$ cat src/rtl/serial_subtractor.sv
// serial_subtractor
//   Bit-serial, LSB-first subtractor: diff = a - b (mod 2^WIDTH), borrow = (a < b).
//   One full-subtractor cell plus a borrow flop, iterated over WIDTH cycles.
//   Optional macro SERIAL_SUBTRACTOR_OVF_EN adds a two's-complement overflow output.
//
// Ports:
//   clk     in   rising-edge clock
//   rst     in   synchronous active-high reset
//   start   in   request, accepted only while ready=1
//   a, b    in   minuend / subtrahend, sampled on the accepting edge
//   ready   out  high only in IDLE
//   diff    out  result, held until the next completion
//   borrow  out  unsigned borrow-out, held with diff
//   done    out  one-cycle pulse when diff/borrow are updated
//   ovf     out  (SERIAL_SUBTRACTOR_OVF_EN only) signed overflow, held with diff
module serial_subtractor #(
   parameter int unsigned WIDTH = 8
) (
   input  logic             clk,
   input  logic             rst,
   input  logic             start,
   input  logic [WIDTH-1:0] a,
   input  logic [WIDTH-1:0] b,
   output logic             ready,
   output logic [WIDTH-1:0] diff,
   output logic             borrow,
`ifdef SERIAL_SUBTRACTOR_OVF_EN
   output logic             ovf,
`endif
   output logic             done
);

   localparam int unsigned CNT_W = (WIDTH > 1) ? $clog2(WIDTH) : 1;

   typedef enum logic [1:0] {
      IDLE  = 2'd0,
      SHIFT = 2'd1,
      DONE  = 2'd2
   } state_t;

   state_t             state_q, state_d;
   logic [WIDTH-1:0]   sa_q, sa_d;
   logic [WIDTH-1:0]   sb_q, sb_d;
   logic [WIDTH-1:0]   res_q, res_d;
   logic [CNT_W-1:0]   cnt_q, cnt_d;
   logic               br_q, br_d;
   logic [WIDTH-1:0]   diff_q, diff_d;
   logic               borrow_q, borrow_d;
   logic               ready_q, ready_d;
   logic               done_q, done_d;
`ifdef SERIAL_SUBTRACTOR_OVF_EN
   logic               ovf_q, ovf_d;
`endif

   // Full-subtractor cell on the current LSBs.
   logic             x, y, d_bit, br_next;
   logic [WIDTH-1:0] res_next;

   always_comb begin
      x        = sa_q[0];
      y        = sb_q[0];
      d_bit    = x ^ y ^ br_q;
      br_next  = (~x & y) | (~(x ^ y) & br_q);
      // Concatenate-then-shift keeps this legal for WIDTH=1.
      res_next = WIDTH'({d_bit, res_q} >> 1);
   end

   // Next-state and datapath control.
   always_comb begin
      state_d  = state_q;
      sa_d     = sa_q;
      sb_d     = sb_q;
      res_d    = res_q;
      cnt_d    = cnt_q;
      br_d     = br_q;
      diff_d   = diff_q;
      borrow_d = borrow_q;
`ifdef SERIAL_SUBTRACTOR_OVF_EN
      ovf_d    = ovf_q;
`endif
      unique case (state_q)
         IDLE: begin
            if (start) begin
               state_d = SHIFT;
               sa_d    = a;
               sb_d    = b;
               br_d    = 1'b0;
               cnt_d   = '0;
            end
         end
         SHIFT: begin
            res_d = res_next;
            sa_d  = sa_q >> 1;
            sb_d  = sb_q >> 1;
            br_d  = br_next;
            if (cnt_q == CNT_W'(WIDTH - 1)) begin
               state_d  = DONE;
               diff_d   = res_next;
               borrow_d = br_next;
`ifdef SERIAL_SUBTRACTOR_OVF_EN
               // On the last step x/y are the operand MSBs and d_bit is diff's MSB.
               ovf_d    = (x != y) && (d_bit != x);
`endif
            end else begin
               cnt_d = cnt_q + CNT_W'(1);
            end
         end
         DONE: begin
            state_d = IDLE;
         end
         default: begin
            state_d = IDLE;
         end
      endcase
      ready_d = (state_d == IDLE);
      done_d  = (state_d == DONE);
   end

   // State and output registers.
   always_ff @(posedge clk) begin
      if (rst) begin
         state_q  <= IDLE;
         sa_q     <= '0;
         sb_q     <= '0;
         res_q    <= '0;
         cnt_q    <= '0;
         br_q     <= 1'b0;
         diff_q   <= '0;
         borrow_q <= 1'b0;
         ready_q  <= 1'b1;
         done_q   <= 1'b0;
`ifdef SERIAL_SUBTRACTOR_OVF_EN
         ovf_q    <= 1'b0;
`endif
      end else begin
         state_q  <= state_d;
         sa_q     <= sa_d;
         sb_q     <= sb_d;
         res_q    <= res_d;
         cnt_q    <= cnt_d;
         br_q     <= br_d;
         diff_q   <= diff_d;
         borrow_q <= borrow_d;
         ready_q  <= ready_d;
         done_q   <= done_d;
`ifdef SERIAL_SUBTRACTOR_OVF_EN
         ovf_q    <= ovf_d;
`endif
      end
   end

   assign ready  = ready_q;
   assign done   = done_q;
   assign diff   = diff_q;
   assign borrow = borrow_q;
`ifdef SERIAL_SUBTRACTOR_OVF_EN
   assign ovf    = ovf_q;
`endif

endmodule

$ cat config.mk
export PLATFORM = sky130hd
export DESIGN_NAME = serial_subtractor
export DESIGN_NICKNAME = d
export VERILOG_FILES = /design/src/rtl/serial_subtractor.sv
export SDC_FILE = /design/constraint.sdc
export NUM_CORES = 1
export LEC_CHECK = 0
export BUFFER_PORTS_ARGS = -buffer_cell sky130_fd_sc_hd__clkbuf_2
export CAP_MARGIN = 5
export CORE_AREA = 10 10 61 75
export DETAILED_ROUTE_END_ITERATION = 7
export DIE_AREA = 0 0 71 85
export PLACE_DENSITY = 0.79
export SLEW_MARGIN = 5
export SYNTH_ARGS = -nofsm -noshare
export SYNTH_HDL_FRONTEND = slang
export SYNTH_SLANG_ARGS = --single-unit
$ cat constraint.sdc
create_clock -name clk -period 1.6 [get_ports clk]
set_input_delay 0.32 -clock clk [delete_from_list [all_inputs] [get_ports clk]]
set_output_delay 0.32 -clock clk [all_outputs]
set_load 0.005 [all_outputs]
==> impl_results.md <==
- Result of the run: finished clean
- Count of H-tree levels built during CTS: 2
- Total routing resource utilization after global routing: a little over a tenth
- Max-slew violation total from the final report: 0
- Critical Path Source Type: flip-flop
- Hold Crit Class: input port to flip-flop
- Post-placement worst setup slack: about 0.11 ns
- Most repeated cell in the gate-level netlist after synthesis: sky130_fd_sc_hd__dfxtp_1
- N_diodes: 0
- Critical path endpoint category: flip-flop
- Antenna violations before repair: 0
- Maximum fanout encountered on the critical timing path: 5
- Async SR Flop Fraction: 0%
- Leakage power of the design: just under 0.8 nW
- Post-route clock skew: roughly 0.0034 ns
- Worst rel slew slack: a little over 70%
- Total Die Area: approximately 6000 um2
- Avg Cell Area, Syn: between 8 and 9 um2
- Non-filler instance count after layout: roughly 250
- Die boundary height: ~85 um
- Initial core utilization: roughly half
- Cell count after synthesis: 187
- Count of flip-flops with a built-in enable after synthesis: 0
- Number of cells upsized or downsized after cts: 0
- Actual slew at the worst max-slew pin: just over 0.4 ns
- Min Clock Period, post-route: about 1.5 ns
- Number of storage elements in the synthesis netlist: 40
- Net switching share of the total power: about a quarter
- Number of distinct library cell variants in the gate-level netlist after synthesis: 24
- Primary FF master, synth: sky130_fd_sc_hd__dfxtp_1
- Synthesized Nets: about 210
- Final worst slack: 0.08557 ns
- Sequential fraction of design power: 51.3%
- Clk sinks: 40
- Top-area cell type share of the netlist area: roughly half
- Count of unresolved DRC violations after routing: 0
- Bufs on Longest Clock Path: 2
- Wire length of the first global-routing pass: 5451 um
- PD cells: 1102 nW/um2
- Mean routed wirelength per cell: approximately 13 um
- Number of buffers inserted by hold repair at cts: 0
- Synthesized cell area: 1623 um2
- Number of nets at the end of the flow: approximately 240
- Synthesis Warnings: 0
- Final setup fails: 0
- Top-level port count: 30
- Clk pwr share: 39.0%
- Tcrit/Tclk final: a little over nine tenths
- Total internal power: roughly 1.6 mW
- Via count of the first global-routing pass: 1296
- Max Cap Viol: 0
- Placed Cells: approximately 240
- Fillers: between 200 and 300
- Chip width: a little over 70 um
- Part of the total power dissipated in combinational logic: between 9 and 10%
- Final number of hold-violating endpoints: 0
- Cell types occupying the most area after synthesis: sky130_fd_sc_hd__dfxtp_1 (49%), sky130_fd_sc_hd__a21oi_1 (9.9%), sky130_fd_sc_hd__nand2_1 (8.6%), sky130_fd_sc_hd__a211oi_1 (6.0%), sky130_fd_sc_hd__nor2_1 (4.4%)
- Clock Tree Root: sky130_fd_sc_hd__clkbuf_8
- Sum of routed wire length over all layers: approximately 3200 um
- Endpoint required time on the critical path: 1.79 ns
- Net load switching power: 490.0 uW
- Worst-path clk slew: approximately 0.07 ns
- RSZ-0062 raised after global routing: false
- Placement Rows: 23
- Number of vias in the routed layout: ~1300
- Remaining global-route overflow: 0
- Critical setup path kind: flip-flop to flip-flop
- Core box area: roughly 3200 um2
- Max frequency: ~0.66 GHz
- Clock latency at the later pin of the worst-skew pair: ~0.29 ns
- Share of final-layout standard cells stronger than drive strength 1: 21.86%
- P&R area growth vs syn: 16.35%
- Setup Fix Bufs, Post-CTS: 0
- Residual antenna-violating net count after detailed routing: 0
- Final sum of negative setup slack: 0 ns
- Top post-synthesis cells by count: sky130_fd_sc_hd__dfxtp_1 (40), sky130_fd_sc_hd__nand2_1 (37), sky130_fd_sc_hd__a21oi_1 (32), sky130_fd_sc_hd__nor2_1 (19), sky130_fd_sc_hd__a211oi_1 (13)
- Via/cell ratio: 5.282
- Hpwl dp: between 2000 and 2500 um
- Worst IR drop on VDD: ~0.96 mV
- First-pass DRT Iterations: 4
- Initial detailed-routing violation count: 90
- Count of port buffers added during placement: 29
- Data arrival time of the worst path: 1.70 ns
- Yosys top cell by area: sky130_fd_sc_hd__dfxtp_1
- Placer's final routability congestion estimate: 0.7971
- Largest net degree at the start of global routing: 34
- TritonCTS clock tree: built
- Sequential cell area fraction in the yosys report: around half
- Total power of the final layout: between 2 and 2.5 mW
- Number of clock buffers inserted by TritonCTS: 5
## per-layer routing
metal | up-vias | part of all wire, % | track usage, %
met5 | - | 0 | 0
met4 | 0 | 2.1 | 6.349
met3 | 7 | 5.2 | 4.196
met2 | 34 | 47 | 18.65
met1 | 596 | 45 | 11.22
li1 | 694 | - | -
## stage by stage
step	area, um2	hold WS, ns	util [%]
floorplan	1623	0.4366	-
global placement	1777	0.4425	56.13
detailed placement	1777	0.4481	56.13
CTS	1888	0.2407	59.64
global route	1888	0.2532	59.64
finish	1888	0.2428	59.64
## logic make-up (layout without fill, tap and decap cells)
family	Yosys count	after routing	synth area share (%)
compound gates	53	53	20.66
simple gates	76	76	20.82
fa+ha+maj	3	3	2.775
flops	40	40	49.34
buf+inv	15	43	6.398
## worst paths after layout
check | cells past startpoint | endpoint | from | slack [ns]
max | 5 | cnt_q[0] | cnt_q[0] | 0.09
min | 3 | sa_q[4] | a[4] | 0.24
max reg2reg | 5 | cnt_q[0] | cnt_q[0] | 0.09
min reg2reg | 2 | diff[4] | diff[4] | 0.46
## flip-flops by register name, summed over array words and instances, names as in the netlist
name,cells
diff,8
sa_q,8
sb_q,8
res_q,7
cnt_q,3
state_q,2
borrow,1
br_q,1
done,1
ready,1
## power by group through the flow
stage	Clock [mW]	Sequential [mW]	Combinational [mW]
global placement	0	1.09	0.200
finish	0.811	1.07	0.202
global route	0.872	1.07	0.228
detailed placement	0	1.09	0.204
CTS	0.832	1.07	0.204
floorplan	0	1.08	0.161
## cell usage in the layout, fill, tap and decap left out, drive strengths merged
cell type / n
o21ba: 1
or3b: 2
a22oi: 3
clkinv: 1
a221oi: 1
a311oi: 2
nor2b: 1
buf: 5
nand3: 11
clkbuf: 34
nor3b: 2
clkinvlp: 1
inv: 1
o21bai: 1
a21oi: 32
dfxtp: 40
fa: 1
nand3b: 1
bufinv: 1
nand2b: 3
a211oi: 13
nor2: 19
ha: 2
nand2: 37
## worst max-delay path: stages, from the launching register on
cell and delay [ns]:
sky130_fd_sc_hd__dfxtp_1 0.33, sky130_fd_sc_hd__ha_1 0.20, sky130_fd_sc_hd__ha_1 0.23, sky130_fd_sc_hd__or3b_2 0.49, sky130_fd_sc_hd__nand3_1 0.10, sky130_fd_sc_hd__a21oi_1 0.06
## area by class of cell
type | instances | area, um2 | area share, %
Tap cell | 37 | 46.29 | 2.452
Sequential cell | 40 | 800.8 | 42.41
Inverter | 1 | 3.754 | 0.1988
Clock buffer | 5 | 68.82 | 3.645
Multi-Input combinational cell | 132 | 718.2 | 38.04
Clock inverter | 3 | 42.54 | 2.253
Timing Repair Buffer | 34 | 207.7 | 11.00
Power figures use the tool's default switching activity.
